### src/rtl/sevenseg_pkg.sv
// Shared definitions for the multiplexed seven-segment scanner.
// Holds the active-low hex glyph table ({a,b,c,d,e,f,g}, a at MSB),
// the all-segments-off pattern, and the slot state type.
package sevenseg_pkg;

  localparam logic [6:0] SEG_OFF = 7'b1111111;

  localparam logic [6:0] GLYPH [16] = '{
    7'b0000001, 7'b1001111, 7'b0010010, 7'b0000110,
    7'b1001100, 7'b0100100, 7'b0100000, 7'b0001111,
    7'b0000000, 7'b0001100, 7'b0001000, 7'b1100000,
    7'b0110001, 7'b1000010, 7'b0110000, 7'b0111000
  };

  typedef enum logic {
    GUARD = 1'b0,
    DRIVE = 1'b1
  } scan_state_e;

endpackage

### src/rtl/sevenseg_hex_decode.sv
// Combinational hex-to-seven-segment decoder.
//   nibble_i : 4-bit hex digit
//   seg_o    : active-low segments {a,b,c,d,e,f,g}
module sevenseg_hex_decode
  import sevenseg_pkg::*;
(
  input  logic [3:0] nibble_i,
  output logic [6:0] seg_o
);

  always_comb seg_o = GLYPH[nibble_i];

endmodule

### src/rtl/sevenseg_scan.sv
// Time-multiplexed seven-segment display scanner.
// Each digit gets REFRESH_DIV clocks; the first BLANK_CYCLES of each slot
// blank everything to prevent ghosting. New data is staged by load and
// committed to the shadow copy only at a frame boundary (cnt=0, idx=0).
// Ports:
//   clk, rst_n   : clock, async active-low reset
//   value        : 4 bits per digit, digit 0 least significant
//   dp, blank    : per-digit decimal point request / forced blank
//   lz_en        : leading-zero suppression enable
//   load         : strobe capturing value/dp/blank/lz_en into staging
//   load_ack     : pulse when staged data commits (with frame_start)
//   seg, dp_n    : active-low segments and decimal point
//   an           : active-low digit enables
//   frame_start  : pulse on the first output cycle of each frame
module sevenseg_scan
  import sevenseg_pkg::*;
#(
  parameter int NUM_DIGITS   = 4,
  parameter int REFRESH_DIV  = 100000,
  parameter int BLANK_CYCLES = 2
) (
  input  logic                    clk,
  input  logic                    rst_n,
  input  logic [4*NUM_DIGITS-1:0] value,
  input  logic [NUM_DIGITS-1:0]   dp,
  input  logic [NUM_DIGITS-1:0]   blank,
  input  logic                    lz_en,
  input  logic                    load,
  output logic                    load_ack,
  output logic [6:0]              seg,
  output logic                    dp_n,
  output logic [NUM_DIGITS-1:0]   an,
  output logic                    frame_start
);

  localparam int CW = (REFRESH_DIV > 1) ? $clog2(REFRESH_DIV) : 1;
  localparam int IW = (NUM_DIGITS > 1) ? $clog2(NUM_DIGITS) : 1;
  localparam scan_state_e RST_STATE = (BLANK_CYCLES > 0) ? GUARD : DRIVE;

  logic [CW-1:0]           cnt_q, cnt_d;
  logic [IW-1:0]           idx_q, idx_d;
  scan_state_e             state_q, state_d;

  logic [4*NUM_DIGITS-1:0] stg_value_q, stg_value_d, sh_value_q, sh_value_d;
  logic [NUM_DIGITS-1:0]   stg_dp_q, stg_dp_d, sh_dp_q, sh_dp_d;
  logic [NUM_DIGITS-1:0]   stg_blank_q, stg_blank_d, sh_blank_q, sh_blank_d;
  logic                    stg_lz_q, stg_lz_d, sh_lz_q, sh_lz_d;
  logic                    pending_q, pending_d;

  logic [6:0]              seg_q, seg_d;
  logic                    dp_n_q, dp_n_d;
  logic [NUM_DIGITS-1:0]   an_q, an_d;
  logic                    frame_start_q, frame_start_d;
  logic                    load_ack_q, load_ack_d;

  logic                    boundary;
  logic [NUM_DIGITS-1:0]   lz_mask;
  logic                    lz_run;
  logic [3:0]              nib;
  logic                    suppress;
  logic                    dp_sel;
  logic [6:0]              glyph;

  sevenseg_hex_decode u_decode (
    .nibble_i (nib),
    .seg_o    (glyph)
  );

  always_ff @(posedge clk or negedge rst_n) begin
    if (!rst_n) begin
      cnt_q         <= '0;
      idx_q         <= '0;
      state_q       <= RST_STATE;
      stg_value_q   <= '0;
      stg_dp_q      <= '0;
      stg_blank_q   <= '0;
      stg_lz_q      <= 1'b0;
      sh_value_q    <= '0;
      sh_dp_q       <= '0;
      sh_blank_q    <= '0;
      sh_lz_q       <= 1'b0;
      pending_q     <= 1'b0;
      seg_q         <= SEG_OFF;
      dp_n_q        <= 1'b1;
      an_q          <= '1;
      frame_start_q <= 1'b0;
      load_ack_q    <= 1'b0;
    end else begin
      cnt_q         <= cnt_d;
      idx_q         <= idx_d;
      state_q       <= state_d;
      stg_value_q   <= stg_value_d;
      stg_dp_q      <= stg_dp_d;
      stg_blank_q   <= stg_blank_d;
      stg_lz_q      <= stg_lz_d;
      sh_value_q    <= sh_value_d;
      sh_dp_q       <= sh_dp_d;
      sh_blank_q    <= sh_blank_d;
      sh_lz_q       <= sh_lz_d;
      pending_q     <= pending_d;
      seg_q         <= seg_d;
      dp_n_q        <= dp_n_d;
      an_q          <= an_d;
      frame_start_q <= frame_start_d;
      load_ack_q    <= load_ack_d;
    end
  end

  assign boundary = (cnt_q == '0) && (idx_q == '0);

  // Slot counter, digit index and the state that will accompany cnt_d.
  always_comb begin
    cnt_d = cnt_q + 1'b1;
    idx_d = idx_q;
    if (cnt_q == CW'(REFRESH_DIV - 1)) begin
      cnt_d = '0;
      idx_d = (idx_q == IW'(NUM_DIGITS - 1)) ? '0 : idx_q + 1'b1;
    end
    state_d = (32'(cnt_d) < BLANK_CYCLES) ? GUARD : DRIVE;
  end

  // Staging / shadow handoff. Commit of old pending data is evaluated before
  // the load so a load on the boundary cycle stays pending for the next frame.
  always_comb begin
    stg_value_d = stg_value_q;
    stg_dp_d    = stg_dp_q;
    stg_blank_d = stg_blank_q;
    stg_lz_d    = stg_lz_q;
    sh_value_d  = sh_value_q;
    sh_dp_d     = sh_dp_q;
    sh_blank_d  = sh_blank_q;
    sh_lz_d     = sh_lz_q;
    pending_d   = pending_q;
    if (boundary && pending_q) begin
      sh_value_d = stg_value_q;
      sh_dp_d    = stg_dp_q;
      sh_blank_d = stg_blank_q;
      sh_lz_d    = stg_lz_q;
      pending_d  = 1'b0;
    end
    if (load) begin
      stg_value_d = value;
      stg_dp_d    = dp;
      stg_blank_d = blank;
      stg_lz_d    = lz_en;
      pending_d   = 1'b1;
    end
  end

  // Display path reads the next shadow value, so the boundary cycle itself
  // already shows the newly committed frame.
  always_comb begin
    lz_run  = sh_lz_d;
    lz_mask = '0;
    for (int unsigned k = 0; k < NUM_DIGITS; k++) begin
      if (sh_value_d[4*(NUM_DIGITS-1-k) +: 4] != 4'h0) lz_run = 1'b0;
      lz_mask[NUM_DIGITS-1-k] = lz_run && (k != NUM_DIGITS - 1);
    end

    nib      = '0;
    suppress = 1'b0;
    dp_sel   = 1'b0;
    for (int unsigned i = 0; i < NUM_DIGITS; i++) begin
      if (idx_q == IW'(i)) begin
        nib      = sh_value_d[4*i +: 4];
        suppress = sh_blank_d[i] | lz_mask[i];
        dp_sel   = sh_dp_d[i];
      end
    end

    seg_d  = SEG_OFF;
    dp_n_d = 1'b1;
    an_d   = '1;
    if (state_q == DRIVE) begin
      seg_d  = suppress ? SEG_OFF : glyph;
      dp_n_d = ~dp_sel;
      for (int unsigned i = 0; i < NUM_DIGITS; i++) begin
        an_d[i] = (idx_q != IW'(i));
      end
    end
    frame_start_d = boundary;
    load_ack_d    = boundary && pending_q;
  end

  assign seg         = seg_q;
  assign dp_n        = dp_n_q;
  assign an          = an_q;
  assign frame_start = frame_start_q;
  assign load_ack    = load_ack_q;

endmodule

### config.mk
export PLATFORM = sky130hd
export DESIGN_NAME = sevenseg_scan
export DESIGN_NICKNAME = d
export VERILOG_FILES = /design/src/rtl/sevenseg_pkg.sv /design/src/rtl/sevenseg_hex_decode.sv /design/src/rtl/sevenseg_scan.sv
export SDC_FILE = /design/constraint.sdc
export NUM_CORES = 1
export LEC_CHECK = 0
export CAP_MARGIN = 25
export CELL_PAD_IN_SITES_DETAIL_PLACEMENT = 0
export CELL_PAD_IN_SITES_GLOBAL_PLACEMENT = 1
export CORE_MARGIN = 4
export CORE_UTILIZATION = 35
export DETAILED_ROUTE_END_ITERATION = 8
export PLACE_DENSITY = 0.62
export SETUP_SLACK_MARGIN = 0.05
export SLEW_MARGIN = 15
export SYNTH_ARGS = -nofsm -noshare
export SYNTH_HDL_FRONTEND = slang
export SYNTH_SLANG_ARGS = --single-unit
### constraint.sdc
create_clock -name clk -period 5.92 [get_ports clk]
set_input_delay 1.184 -clock clk [delete_from_list [all_inputs] [get_ports clk]]
set_output_delay 1.184 -clock clk [all_outputs]
set_load 0.02 [all_outputs]
### Word level (Yosys, flattened, before mapping)

Memories as Yosys holds them, arrays and structs flattened.
Index checks and enable logic that the tools add are counted.

| word-level totals | value |
|---|---|
| output and inout port bits | 14 |
| word-level logic and storage cells | 73 |
| memories | 1 |
| memory bits (read-only) | 112 |
| input port bits | 28 |
| register bits after elaboration | 85 |

Memory list:

| memory | depth | bits a word | rd ports | clocked after memory_dff | write ports | line | RTL |
|---|---|---|---|---|---|---|---|
| (no name shown) | 16 | 7 | 1 | 0 | 0 | sevenseg_hex_decode.sv:11 | `always_comb seg_o = GLYPH[nibble_i];` |

| operators by class | value |
|---|---|
| equal/unequal tests | 7 |
| bitwise gates (word level) | 5 |
| multiplexer cells | 30 |
| magnitude comparators | 2 |
| reduce and logical (&&, ||, !) cells | 9 |
| $add $sub $neg | 2 |

Operators with widths:

| cell | count |
|---|---|
| 2-to-1 mux 4 bit | 7 |
| 2-to-1 mux 7 bit | 4 |
| adder 17 x 1 -> 17 bit, second input constant | 1 |
| equality test 17 bit, second input constant | 1 |
| logical NOT 17 bit | 1 |
| < comparator 17 x 2 -> 1 bit, second input constant | 1 |
| 2-to-1 mux 17 bit | 1 |
| 2-to-1 mux 1 bit | 16 |
| 2-to-1 mux 16 bit | 1 |
| nonzero test 4 bit | 3 |
| >= comparator 5 bit, second input constant | 1 |
| NOT 4 -> 5 bit | 1 |
| equality test 2 bit, second input constant | 2 |
| inequality test 2 bit, second input constant | 2 |
| nonzero test 2 bit | 2 |
| OR 1 bit | 3 |
| adder 2 x 1 -> 2 bit, second input constant | 1 |
| equality test 2 x 1 -> 1 bit, second input constant | 1 |
| logical AND 1 bit | 2 |
| logical NOT 2 bit | 1 |
| 2-to-1 mux 2 bit | 1 |
| inequality test 2 x 1 -> 1 bit, second input constant | 1 |
| NOT 1 bit | 1 |

### Logic depth before layout (Yosys ltp)

| depth | value |
|---|---|
| depth in word-level cells | 14 |
| gate-level depth with buffers | 17 |
| mapped depth without buffers | 15 |

### Cells and area by module

A second synthesis with hierarchy kept.

| unflattened totals | value |
|---|---|
| cells, all modules | 345 |
| area total of the unflattened synthesis | 4194.0 um^2 |

Modules (own cells, without submodules):

| module | area each (um^2) | sequential area each (um^2) | instances | cells an instance |
|---|---|---|---|---|
| sevenseg_scan | 3926.3 | 2142.1 | 1 | 310 |
| sevenseg_hex_decode | 267.8 | 0.0 | 1 | 35 |

### Least setup slack after synthesis

Ideal clock, no wire load.

| path | value |
|---|---|
| kind | reg2reg |
| from | reg cnt_q[11] |
| to | reg seg_q[3] (netlist: seg[3]) |
| clock period less this slack | 3336 ps |
| arrival | 3245 ps |
| library setup time | 91 ps |
| cell stages (with the launch flop) | 16 |
| required time | 5829 ps |
| path buffers | 2 |
| path slack | 2584 ps |
| path through | dfrtp_1 or4_4 nor4_4 and3_1 buf_2 buf_2 nand2_1 nand2_1 o21bai_1 a21oi_1 inv_1 ha_1 inv_1 and2_1 a211oi_1 o31ai_1 |

| between the ends | value |
|---|---|
| elaborated cells between the ends (all ways) | 29 |
| those cells by class | 18 x mux; 4 x bitwise; 6 x reduce/logical; 1 x memory |

RTL lines:

| item | line | RTL |
|---|---|---|
| start: declaration | sevenseg_scan.sv:40 | `logic [CW-1:0] cnt_q, cnt_d;` |
| start signal: assignment | sevenseg_scan.sv:89 | `cnt_q <= cnt_d;` |
| logical NOT 17 bit (*) | sevenseg_scan.sv:109 | `assign boundary = (cnt_q == '0) && (idx_q == '0);` |
| logical AND 1 bit (*) | sevenseg_scan.sv:109 |  |
| logical AND 1 bit (*) | sevenseg_scan.sv:134 | `if (boundary && pending_q) begin` |
| 2-to-1 mux 16 bit (*) | sevenseg_scan.sv:134 |  |
| via sh_value_d[9] | sevenseg_scan.sv:44 | `logic [4*NUM_DIGITS-1:0] stg_value_q, stg_value_d, sh_value_q, sh_value_d;` |
| parallel branches: the longest is 7 deep, another holds memory (16 x 7 bit) | - |  |
| 2-to-1 mux 7 bit (*) | sevenseg_scan.sv:175 | `seg_d = suppress ? SEG_OFF : glyph;` |
| 2-to-1 mux 7 bit (*) | sevenseg_scan.sv:174 | `if (state_q == DRIVE) begin` |
| via seg_d[3] | sevenseg_scan.sv:50 | `logic [6:0] seg_q, seg_d;` |
| end signal: assignment | sevenseg_scan.sv:101 | `seg_q <= seg_d;` |
| end: declaration | sevenseg_scan.sv:50 |  |

Mark *: on every way through the listed nets, which the timed path passes. The select of a mux whose other input is x is not followed.
A chain may end at the register's enable or synchronous reset.

### Final worst setup path

| path | value |
|---|---|
| from | reg cnt_q[11] |
| to | reg seg_q[3] (netlist: seg[3]) |

| between the ends | value |
|---|---|
| elaborated cells between the ends (all ways) | 29 |
| those cells by class | 18 x mux; 4 x bitwise; 6 x reduce/logical; 1 x memory |

RTL lines:

| item | line | RTL |
|---|---|---|
| logical NOT 17 bit (*) | sevenseg_scan.sv:109 |  |
| logical AND 1 bit (*) | sevenseg_scan.sv:109 |  |
| logical AND 1 bit (*) | sevenseg_scan.sv:134 |  |
| 2-to-1 mux 16 bit (*) | sevenseg_scan.sv:134 |  |
| via sh_value_d[5] | sevenseg_scan.sv:44 |  |
| 2-to-1 mux 4 bit (3 in a row) | sevenseg_scan.sv:164 | `if (idx_q == IW'(i)) begin` |
| NOT 4 -> 5 bit (not written as such) | sevenseg_hex_decode.sv:11 |  |
| memory (16 x 7 bit) | - |  |
| 2-to-1 mux 7 bit (not written as such) (2 in a row) | sevenseg_hex_decode.sv:11 |  |
| 2-to-1 mux 7 bit (*) | sevenseg_scan.sv:175 |  |
| 2-to-1 mux 7 bit (*) | sevenseg_scan.sv:174 |  |
| via seg_d[3] | sevenseg_scan.sv:50 |  |

Mark *: on every way through the listed nets, which the timed path passes. The rest lies on a longest branch. The select of a mux whose other input is x is not followed.

==> run metrics <==
Max Used Layer=met4; vias in the first global route=approximately 2800; Worst setup SP type=flop; top-count cell post-synth=dfrtp_1; # resized after CTS=0; worst-skew pair later-pin latency=~0.35 ns; Pins Over Slew Limit=0; TritonCTS Buffers=9; share of post-route cells with drive strength above 1=0.184; WP data required=6.18 ns; WL/cell=about 16 um; Synth Flop Type=dfrtp_1; EDFF count, synth=0; routability cong.=about 0.76; PortBufs=41; met2 wire len=3.73 mm; Post-Syn Nets=around 380; I/O Pins=between 40 and 50; Syn. warnings=0; number of max-cap violations=0; CTS tree=done; Die Y=114 um; Yosys reg bits=85; post-route ant nets=0; met1 wire length=4.10 mm; Via Count=2629; htree depth=3; Hold Crit Class=flop to flop; first-pass GRT wire length=14.3 mm; Distinct cells, synth=52; FMAX=between 200 and 300 MHz; worst-path maximum fanout=21; pwr dens=between 200 and 250 nW/um^2; Starting DRT DRC Count=87; synthesized area=~3900 um^2; WS Path Type=flop to flop; post-synthesis to final-layout area growth=18.9%; Min Hold Slack=0.472 ns; drt total wl=~8.2 mm; Synth top area share=0.467; VDD IR max=roughly 130 uV; CTS Root Cell=clkbuf_8; ant diodes=0; cell count after synthesis=around 340; hold_buf cts=0; CP Capture Type=flop; Final Hold Viols=0; # rows=38; Synth area leaders=dfrtp_1, mux2_2, dfstp_2; Reg2Reg Depth=13; core area=10900 um^2; commonest cells in the netlist=dfrtp_1, nand2_1, mux2_2; fin crit period=slightly below 4 ns; Syn Area/Cell=approximately 11 um^2; sequential element share of the synthesized area=0.548; largest net degree at the start of global routing=44; Setup Skew=0.0139 ns; WP data arrival=about 4.2 ns; ys async rst share=1.00; postcts setup bufs=0; # fillers=1075; Worst-Margin Slew=0.866 ns; status=finished clean; fin util=0.427; Via density=about 5.0; Die Wd=about 110 um; worst rel slew slack=0.421; largest area contributor in the netlist=dfrtp_1; Setup Viol. Count Final=0; drt pass-1 iters=4; hold depth=2; Setup Total Neg Slack=0 ns; Total Power=1.09 mW; initial core utilization=0.359; Clock Pin Slew Worst Setup and Hold Paths=approximately 0.090 ns; CTS Sinks=85; final period utilization=0.670; GRT overflow=0; Nets=425; Leakage=between 2 and 2.5 nW; Total GRT Usage=0.140; die area=12900 um^2; initial antenna violation count=0; metal3 WL=around 300 um; post-route DRC violation count=0; Final HPWL DP=approximately 5.9 mm; clock tree buffer depth=2; RSZ-0062 raised after global routing=false
cells by family after synthesis:
family / synth area share
XOR/XNOR: 0.0336
multiplexers: 0.111
AO/OA/AOI/OAI: 0.0829
AND/OR/NAND/NOR: 0.164
adder cells (fa/ha/maj): 0.0352
flip-flops: 0.548
buffers and inverters: 0.0253
power breakdown:
group	total [mW]	internal (mW)	switching (mW)
combinational	0.0986	0.0531	0.0455
sequential	0.628	0.612	0.0163
clock	0.368	0.166	0.203
total	1.09	0.830	0.265
worst paths after layout:
| path | end | slack [ns] | from |
|---|---|---|---|
| min | sh_dp_q[0] | 0.47 | sh_dp_q[0] |
| max in group asynchronous | seg[3] | 4.41 | rst_n |
| max | seg[3] | 1.96 | cnt_q[11] |
| min in group asynchronous | sh_blank_q[2] | 0.83 | rst_n |
| min reg2reg | sh_dp_q[0] | 0.47 | sh_dp_q[0] |
| max reg2reg | seg[3] | 1.96 | cnt_q[11] |
state kept, by name (all words and copies together) (netlist names):
signal,cells
an,4
cnt_q,17
dp_n,1
frame_start,1
idx_q,2
load_ack,1
pending_q,1
seg,7
sh_blank_q,4
sh_dp_q,4
sh_lz_q,1
sh_value_q,16
state_q,1
stg_blank_q,4
stg_dp_q,4
stg_lz_q,1
stg_value_q,16
cell usage in the layout (no fill, tap or decap), drive strengths merged, types with 4 or more instances in the layout:
cell type,count
nor2,17
dfrtp,73
nand4,4
a21oi,6
xnor2,10
dfstp,12
nand2,70
xor2,5
o21ai,5
or4,4
clkdlybuf4s50,40
clkbuf,13
inv,14
mux2,36
nand3,10
a221oi,5
nor3,6
ha,11
nor4,6
critical path, cell delays in order (launching register included):
cell and delay [ns]:
dfrtp_1 0.42, or4_4 0.56, nor4_4 0.30, and3_1 0.74, nand2_1 0.12, nand2_1 0.13, a221oi_1 0.10, a21oi_1 0.47
inv_1 0.14, ha_1 0.37, inv_1 0.08, and2_1 0.14, a211oi_1 0.19, o31ai_1 0.10
stage by stage:
step | setup WS, ns | instances | cell area (um^2)
after floorplan | 2.58 | 344 | 3910
after global placement | 2.09 | 514 | 4450
after detailed placement | 1.91 | 515 | 4480
after CTS | 1.88 | 531 | 4650
after global routing | 1.37 | 531 | 4650
final | 1.96 | 531 | 4650
layout make-up:
type | instances | area, um^2 | share of cell area
repair buffers | 43 | 443 | 0.0953
multi-input cells | 234 | 1670 | 0.359
flip-flops and latches | 85 | 2140 | 0.461
clock inverters | 3 | 21.3 | 0.00458
well taps | 140 | 175 | 0.0377
clock buffers | 13 | 149 | 0.0320
inverters | 13 | 48.8 | 0.0105
layer usage:
metal  track usage  vias to the layer above
met1         0.204                     1293
met4        0.0425                        0
met3        0.0345                       11
li1              -                     1282
met2         0.205                       43
met5             0                        -
Power figures use the tool's default switching activity.
